File: src/rtl/regset_arbiter_if.sv
// Requester and regset-facing signal bundle for regset_arbiter.
// The slave modport is the arbiter's view; master is the requester/regset side.
interface regset_arbiter_if #(
  parameter int unsigned WIDTH = 8
);
  logic [1:0]         i_req;
  logic [1:0]         i_we;
  logic [1:0]         i_sel;
  logic [2*WIDTH-1:0] i_wdata;
  logic [1:0]         o_ack;
  logic [WIDTH-1:0]   o_rdata;
  logic               o_busy;
  logic [WIDTH-1:0]   o_d;
  logic               o_write0;
  logic               o_write1;
  logic               o_busSel;
  logic               o_busEn;
  logic               o_regReset;
  logic [WIDTH-1:0]   i_bus;

  modport slave (
    input  i_req, i_we, i_sel, i_wdata, i_bus,
    output o_ack, o_rdata, o_busy, o_d, o_write0, o_write1,
           o_busSel, o_busEn, o_regReset
  );

  modport master (
    output i_req, i_we, i_sel, i_wdata, i_bus,
    input  o_ack, o_rdata, o_busy, o_d, o_write0, o_write1,
           o_busSel, o_busEn, o_regReset
  );
endinterface

File: src/rtl/regset_arbiter.sv
// Round-robin sequencer giving two requesters one-at-a-time access to the
// regset write strobes and its bus transmitter; all outputs registered.
module regset_arbiter #(
  parameter int unsigned WIDTH     = 8,
  parameter int unsigned READ_WAIT = 1
) (
  input logic             i_clk,
  input logic             i_nReset,
  regset_arbiter_if.slave bus
);

  localparam int unsigned CNT_W = (READ_WAIT > 1) ? $clog2(READ_WAIT) : 1;

  typedef enum logic [2:0] {
    S_INIT  = 3'd0,
    S_IDLE  = 3'd1,
    S_WRITE = 3'd2,
    S_READ  = 3'd3,
    S_DONE  = 3'd4
  } state_t;

  state_t             r_state;
  logic               r_last;
  logic               r_grant;
  logic [CNT_W-1:0]   r_cnt;
  logic [1:0]         r_ack;
  logic [WIDTH-1:0]   r_rdata;
  logic [WIDTH-1:0]   r_d;
  logic               r_busy;
  logic               r_write0;
  logic               r_write1;
  logic               r_busSel;
  logic               r_busEn;
  logic               r_regReset;

  logic               w_any;
  logic               w_both;
  logic               w_grant;
  logic               w_we;
  logic               w_sel;
  logic [WIDTH-1:0]   w_wdata;
  logic [1:0]         w_ack_new;
  logic [1:0]         w_ack_held;

  // A lone requester always wins; on contention the pointer alternates.
  assign w_any      = |bus.i_req;
  assign w_both     = &bus.i_req;
  assign w_grant    = w_both ? ~r_last : bus.i_req[1];
  assign w_we       = bus.i_we[w_grant];
  assign w_sel      = bus.i_sel[w_grant];
  assign w_wdata    = w_grant ? bus.i_wdata[2*WIDTH-1:WIDTH] : bus.i_wdata[WIDTH-1:0];
  assign w_ack_new  = w_grant ? 2'b10 : 2'b01;
  assign w_ack_held = r_grant ? 2'b10 : 2'b01;

  always_ff @(posedge i_clk or negedge i_nReset) begin
    if (!i_nReset) begin
      r_state    <= S_INIT;
      r_last     <= 1'b1;
      r_grant    <= 1'b0;
      r_cnt      <= '0;
      r_ack      <= 2'b00;
      r_rdata    <= '0;
      r_d        <= '0;
      r_busy     <= 1'b0;
      r_write0   <= 1'b0;
      r_write1   <= 1'b0;
      r_busSel   <= 1'b0;
      r_busEn    <= 1'b0;
      r_regReset <= 1'b1;
    end else begin
      case (r_state)
        S_INIT: begin
          r_regReset <= 1'b0;
          r_state    <= S_IDLE;
        end

        S_IDLE: begin
          if (w_any) begin
            r_grant <= w_grant;
            r_busy  <= 1'b1;
            if (w_both) begin
              r_last <= w_grant;
            end
            if (w_we) begin
              r_d      <= w_wdata;
              r_write0 <= ~w_sel;
              r_write1 <= w_sel;
              r_ack    <= w_ack_new;
              r_state  <= S_WRITE;
            end else begin
              r_busEn  <= 1'b1;
              r_busSel <= w_sel;
              r_cnt    <= CNT_W'(READ_WAIT - 1);
              r_state  <= S_READ;
            end
          end
        end

        S_WRITE: begin
          r_write0 <= 1'b0;
          r_write1 <= 1'b0;
          r_ack    <= 2'b00;
          r_busy   <= 1'b0;
          r_state  <= S_IDLE;
        end

        // Bus is sampled at the edge that closes the last enabled cycle.
        S_READ: begin
          if (r_cnt == '0) begin
            r_rdata <= bus.i_bus;
            r_busEn <= 1'b0;
            r_ack   <= w_ack_held;
            r_state <= S_DONE;
          end else begin
            r_cnt <= r_cnt - CNT_W'(1);
          end
        end

        S_DONE: begin
          r_ack   <= 2'b00;
          r_busy  <= 1'b0;
          r_state <= S_IDLE;
        end

        default: begin
          r_write0 <= 1'b0;
          r_write1 <= 1'b0;
          r_busEn  <= 1'b0;
          r_ack    <= 2'b00;
          r_busy   <= 1'b0;
          r_state  <= S_IDLE;
        end
      endcase
    end
  end

  assign bus.o_ack      = r_ack;
  assign bus.o_rdata    = r_rdata;
  assign bus.o_busy     = r_busy;
  assign bus.o_d        = r_d;
  assign bus.o_write0   = r_write0;
  assign bus.o_write1   = r_write1;
  assign bus.o_busSel   = r_busSel;
  assign bus.o_busEn    = r_busEn;
  assign bus.o_regReset = r_regReset;

endmodule
File: src/flat_wrapper.sv
// flat-port wrapper written by rule: the top's interface ports become plain ports
module regset_arbiter_flat 
#(
  parameter int unsigned WIDTH     = 8,
  parameter int unsigned READ_WAIT = 1
)
  (i_clk, i_nReset, bus_i_req, bus_i_we, bus_i_sel, bus_i_wdata, bus_i_bus, bus_o_ack, bus_o_rdata, bus_o_busy, bus_o_d, bus_o_write0, bus_o_write1, bus_o_busSel, bus_o_busEn, bus_o_regReset);
  regset_arbiter_if #(.WIDTH(WIDTH)) bus_i ();
  input logic i_clk;
  input logic i_nReset;
  input wire logic [$bits(bus_i.i_req)-1:0] bus_i_req;
  input wire logic [$bits(bus_i.i_we)-1:0] bus_i_we;
  input wire logic [$bits(bus_i.i_sel)-1:0] bus_i_sel;
  input wire logic [$bits(bus_i.i_wdata)-1:0] bus_i_wdata;
  input wire logic [$bits(bus_i.i_bus)-1:0] bus_i_bus;
  output wire logic [$bits(bus_i.o_ack)-1:0] bus_o_ack;
  output wire logic [$bits(bus_i.o_rdata)-1:0] bus_o_rdata;
  output wire logic [$bits(bus_i.o_busy)-1:0] bus_o_busy;
  output wire logic [$bits(bus_i.o_d)-1:0] bus_o_d;
  output wire logic [$bits(bus_i.o_write0)-1:0] bus_o_write0;
  output wire logic [$bits(bus_i.o_write1)-1:0] bus_o_write1;
  output wire logic [$bits(bus_i.o_busSel)-1:0] bus_o_busSel;
  output wire logic [$bits(bus_i.o_busEn)-1:0] bus_o_busEn;
  output wire logic [$bits(bus_i.o_regReset)-1:0] bus_o_regReset;
  assign bus_i.i_req = bus_i_req;
  assign bus_i.i_we = bus_i_we;
  assign bus_i.i_sel = bus_i_sel;
  assign bus_i.i_wdata = bus_i_wdata;
  assign bus_i.i_bus = bus_i_bus;
  assign bus_o_ack = bus_i.o_ack;
  assign bus_o_rdata = bus_i.o_rdata;
  assign bus_o_busy = bus_i.o_busy;
  assign bus_o_d = bus_i.o_d;
  assign bus_o_write0 = bus_i.o_write0;
  assign bus_o_write1 = bus_i.o_write1;
  assign bus_o_busSel = bus_i.o_busSel;
  assign bus_o_busEn = bus_i.o_busEn;
  assign bus_o_regReset = bus_i.o_regReset;
  regset_arbiter #(.WIDTH(WIDTH), .READ_WAIT(READ_WAIT)) u_core (.i_clk(i_clk), .i_nReset(i_nReset), .bus(bus_i));
endmodule
File: config.mk
export PLATFORM = sky130hd
export DESIGN_NAME = regset_arbiter_flat
export DESIGN_NICKNAME = d
export VERILOG_FILES = /design/src/rtl/regset_arbiter_if.sv /design/src/rtl/regset_arbiter.sv /design/src/flat_wrapper.sv
export SDC_FILE = /design/constraint.sdc
export NUM_CORES = 1
export LEC_CHECK = 0
export CAP_MARGIN = 20
export CELL_PAD_IN_SITES_DETAIL_PLACEMENT = 1
export CELL_PAD_IN_SITES_GLOBAL_PLACEMENT = 1
export CORE_MARGIN = 2
export CORE_UTILIZATION = 35
export DETAILED_ROUTE_END_ITERATION = 7
export GPL_ROUTABILITY_DRIVEN = 0
export PLACE_DENSITY_LB_ADDON = 0.1
export SYNTH_ARGS = -nofsm -noshare
export SYNTH_HDL_FRONTEND = slang
export SYNTH_SLANG_ARGS = --single-unit
File: constraint.sdc
create_clock -name i_clk -period 3.2 [get_ports i_clk]
set_input_delay 0.48 -clock i_clk [delete_from_list [all_inputs] [get_ports i_clk]]
set_output_delay 0.48 -clock i_clk [all_outputs]
set_load 0.02 [all_outputs]
Yosys cells after proc, flatten, opt, wreduce, memory -nomap -nowiden. Cells that the tools add are included. W data, S select, Z words.

Flip-flop bits (word level): 30. Output and inout bits: 24. Logic and storage cells: 81.

$add $sub $neg: 1. Magnitude comparators: 1. Equality and inequality tests: 8. Mux-type cells: 32. Bitwise logic cells: 8. Reduce and logical (&&, ||, !) cells: 18.

Operator list (count): $mux W1 (17); $reduce_and A3 Y1 (4); $reduce_and A4 Y1 (3); $mux W2 (5); $reduce_and A2 Y1 (5); $mux W8 (1); $not A1 Y1 (8); $pmux W1 S2 (4); $eq A3 B2 Y1 const B (2); $mux W3 (2); $pmux W2 S3 (1); $pmux W3 S2 (1); $reduce_or A3 Y1 (2); $ne A2 B1 Y1 const B (2); $ne A2 B2 Y1 const B (2); $reduce_or A2 Y1 (2); $eq A3 B1 Y1 const B (1); $eq A3 B3 Y1 const B (1); $logic_not A3 Y1 (1); $pmux W1 S3 (1); $lt A1 B2 Y1 const B (1); $reduce_bool A2 Y1 (1); $sub A1 B1 Y1 const B (1).

Depth between registers and ports, before layout.
Word-level depth: 8. Mapped depth: 6. Depth with buffers taken out: 5.

Worst setup path after synthesis. No wires, ideal clock.

Kind: in2reg. From: in bus_i_req[1]. To: reg u_core.r_d[0], in the netlist u_core.bus.o_d[0]. Setup time: 125 ps. Arrival time: 1431 ps. Data required time: 3075 ps. Slack: 1644 ps. Stages on the path: 4. Cells stage by stage: a21boi_4 -> mux2i_4 -> nor2_8 -> mux2_4.

Cells in the longest elaborated chain, start to end: 5. Elaborated cells between the ends (all ways): 7. Classes of those cells: 4 x mux; 3 x reduce/logical.

RTL lines: start, declared (RTL line flat_wrapper.sv:11) `input wire logic [$bits(bus_i.i_req)-1:0] bus_i_req;`; $reduce_and A2 Y1 (RTL line regset_arbiter.sv:47) `assign w_both = &bus.i_req;`; $mux W1 (RTL line regset_arbiter.sv:48) `assign w_grant = w_both ? ~r_last : bus.i_req[1];`; $mux W1 (implied by the code) (2 in series) (RTL line regset_arbiter.sv:49) `assign w_we = bus.i_we[w_grant];`; $reduce_and A3 Y1 (no line); end signal, assigned (RTL line regset_arbiter.sv:85) `r_d <= w_wdata;`; end, declared (RTL line regset_arbiter.sv:28) `logic [WIDTH-1:0] r_d;`.

Several ways; a longest one is shown, not always the timed one. The select of a mux whose other input is x is not followed. A chain may end at the register's enable or synchronous reset.

Worst setup path after layout.
From: in bus_i_req[0]. To: reg u_core.r_d[1], in the netlist u_core.bus.o_d[1].

The elaborated chain is that of the path after synthesis.

==> impl_metrics.tcl <==
set metrics [dict create \
    period_minus_slack_ns 2.03 \
    die_area_um2 4490 \
    drive_gt1_share_pct 25.8 \
    switching_power_uw 744 \
    first_pass_iters 2 \
    fin_util_pct 55.6 \
    viasPerCell 4.91 \
    portBuffers 55 \
    finClkSkew_ns 0.00399 \
    area_growth_pct 49.9 \
    drt_iter0_markers 44 \
    synth.area.mux_share_pct 23.9 \
    fmax_mhz 494 \
    wl_um 3270 \
    cts_hold_buf 0 \
    yosysTopAreaCell "dfrtp_1" \
    tns_ns 0 \
    initial_utilization_pct 37.1 \
    pwr_density_cell_nw_per_um2 973 \
    path_cells "clkdlybuf4s50_1 -> a21bo_1 -> mux2_2 -> mux2_4" \
    p_seq_share_pct 33.8 \
    fin_nets 194 \
    finalCritPeriodShare_pct 63.3 \
    synth.area.top_cells "dfrtp_1 (49%), mux2_2 (12%), mux2_4 (8.6%), dfstp_2 (3.8%), a21oi_1 (1.8%)" \
    antenna_found_initial 0 \
    avgSynthCellArea_um2 13.5 \
    reg2reg_depth 3 \
    cp.required_ns 3.36 \
    swShare_pct 36.7 \
    synth_fa_ha_area_share_pct 0 \
    ir_worst_vdd_uv 375 \
    cts_setup_buffers 0 \
    grtUsageTotal_pct 16.7 \
    synth_xor_area_share_pct 0.630 \
    synth-main-ff-cell "dfrtp_1" \
    hp-class "flip-flop to flip-flop" \
    insertion_delay_ns 0.28 \
    start_kind "input pin" \
    cts_made_buffers 5 \
    crit_path_end "u_core.bus.o_d[1]" \
    multi_input_area_um2 609 \
    ant_nets 0 \
    status "completed" \
    r2r-end "u_core.bus.o_d[1]" \
    io_pins 56 \
    root_buffer "clkbuf_8" \
    h-tree-depth 2 \
    fp.dieW_um 67.0 \
    cts_resized 0 \
    synth_top_area_share_pct 48.6 \
    leakagePower_uw 0.000881 \
    fp.dieH_um 67.0 \
    worstPathMaxFanout 11 \
    critical_path_class "input pin to flip-flop" \
    synth_edf_count 0 \
    synth-seq-cells 29 \
    setup_viol 0 \
    diodes 0 \
    hpwl_um 2540 \
    clk_pin_slew_worst_paths_ns 0.06 \
    r2r-start "u_core.r_last" \
    grt_max_degree 30 \
    async_flop_share_pct 100 \
    hold_path_depth 1 \
    ff_latch_area_um2 728 \
    final.fill_count 416 \
    tritoncts "done" \
    finalHoldViolCount 0 \
    synth_simple_gate_area_share_pct 6.57 \
    rows 22 \
    cp-startpoint "bus_i_req[0]" \
    cap_violations 0 \
    arrival_ns 2.19 \
    worst_pin_slew_ns 0.463 \
    maxSlewViolCount 0 \
    pwr-share-comb_pct 50.0 \
    synthTopCellsByCount "dfrtp_1 (27), mux2_2 (15), mux2_4 (8), inv_1 (6)" \
    rsz0062_at_grt "false" \
    grt_pass1_wl_um 5420 \
    drc_errors 0 \
    max-clock-path-buffers 2 \
    slowest_stage "clkdlybuf4s50_1" \
    cpPeakStageDelay_ns 0.62 \
    synth_compound_area_share_pct 12.7 \
    synth_top_family_by_area "multiplexers" \
    ys_seq_area_share_pct 52.4 \
    synthCells 103 \
    synth.distinct_cells 35 \
    power.clock.fraction_pct 16.2 \
    cts.sinks 29 \
    reg2reg_slack_ns 1.43 \
    num_vias 1037 \
    grt_remaining_overflow 0 \
    max-slew-margin-rel_pct 69.0 \
    intPower_uw 1280 \
    syn-cell-area_um2 1390 \
    yosysMostFrequentCell "dfrtp_1" \
    ys.warnings.count 0 \
    end_kind "flip-flop" \
    grt_pass1_vias 1146 \
    syn-num-nets 135 \
    core_area_um2 3740 \
    wl_per_cell_um 15.5 \
]
==> state kept, by name, indices dropped and copies added (netlist names) <==
| name | flops |
|---|---|
| u_core.bus.o_busSel | 1 |
| u_core.bus.o_ack | 2 |
| u_core.bus.o_rdata | 8 |
| u_core.bus.o_write0 | 1 |
| u_core.bus.o_busEn | 1 |
| u_core.r_last | 1 |
| u_core.bus.o_d | 8 |
| u_core.bus.o_write1 | 1 |
| u_core.bus.o_busy | 1 |
| u_core.bus.o_regReset | 1 |
| u_core.r_state | 3 |
| u_core.r_grant | 1 |
==> critical path, delay by kind of cell <==
kind,cells,cell delay (ns)
AO/OA/AOI/OAI,1,0.44
buffers and inverters,1,0.62
multiplexers,2,0.65
==> worst min path at each step <==
stage	from	slack (ns)	endpoint
2_1_floorplan	i_nReset	0.18	u_core.bus.o_ack[0]
3_3_place_gp	u_core.bus.o_regReset	0.44	u_core.bus.o_regReset
3_5_place_dp	u_core.bus.o_regReset	0.47	u_core.bus.o_regReset
4_1_cts	u_core.bus.o_regReset	0.48	u_core.bus.o_regReset
5_1_grt	u_core.bus.o_regReset	0.49	u_core.bus.o_regReset
6_report	u_core.bus.o_regReset	0.47	u_core.bus.o_regReset
==> power by group through the flow <==
stage / logic, uW / registers, uW / clock network (uW)
2_1_floorplan: 465 / 817 / 0
3_3_place_gp: 998 / 681 / 0
3_5_place_dp: 1020 / 692 / 0
4_1_cts: 1030 / 690 / 337
5_1_grt: 1090 / 711 / 354
6_report: 1010 / 685 / 328
==> final cells by class <==
class,instances,share of cell area (%)
inverters,7,1.26
clock inverters,1,0.240
well taps,48,2.88
multi-input cells,63,29.2
clock buffers,7,4.62
repair buffers,56,26.8
flip-flops and latches,29,35.0
==> per-layer routing <==
layer	part of all wire, %	up-vias	global-route usage [%]
met5	0	-	0
met4	1.7	0	8.67
met3	5.8	5	5.41
met2	53	29	28.0
met1	39	516	18.6
li1	-	487	-
==> through the flow <==
step                cells  hold WS [ns]  power, uW  instance area (um^2)  setup WS [ns]
finish                211         0.470       2030                  2080           1.17
global route          211         0.490       2160                  2080           1.03
CTS                   211         0.479       2060                  2080           1.16
detailed placement    203         0.470       1710                  1980          0.855
global placement      203         0.445       1680                  1980          0.900
floorplan             103         0.184       1280                  1390           1.64
==> kinds of logic (layout without fill, tap and decap cells) <==
| group | Yosys count | count (layout) |
|---|---|---|
| flops | 29 | 29 |
| buf+inv | 11 | 71 |
| mux | 26 | 26 |
| compound gates | 22 | 22 |
| simple gates | 14 | 14 |
| xor+xnor | 1 | 1 |
==> layout by cell type (no fill, tap or decap), types with 2 or more instances in the layout <==
master           count
nor2_1               2
nand3_1              2
dfstp_2              2
clkbuf_8             7
nand2_1              5
dfrtp_1             27
mux2_4               8
o21ai_2              2
mux2_2              15
o211ai_1             3
a21oi_1              5
clkdlybuf4s50_1     55
inv_1                6
Note: power is estimated with default switching activity, not from simulation.
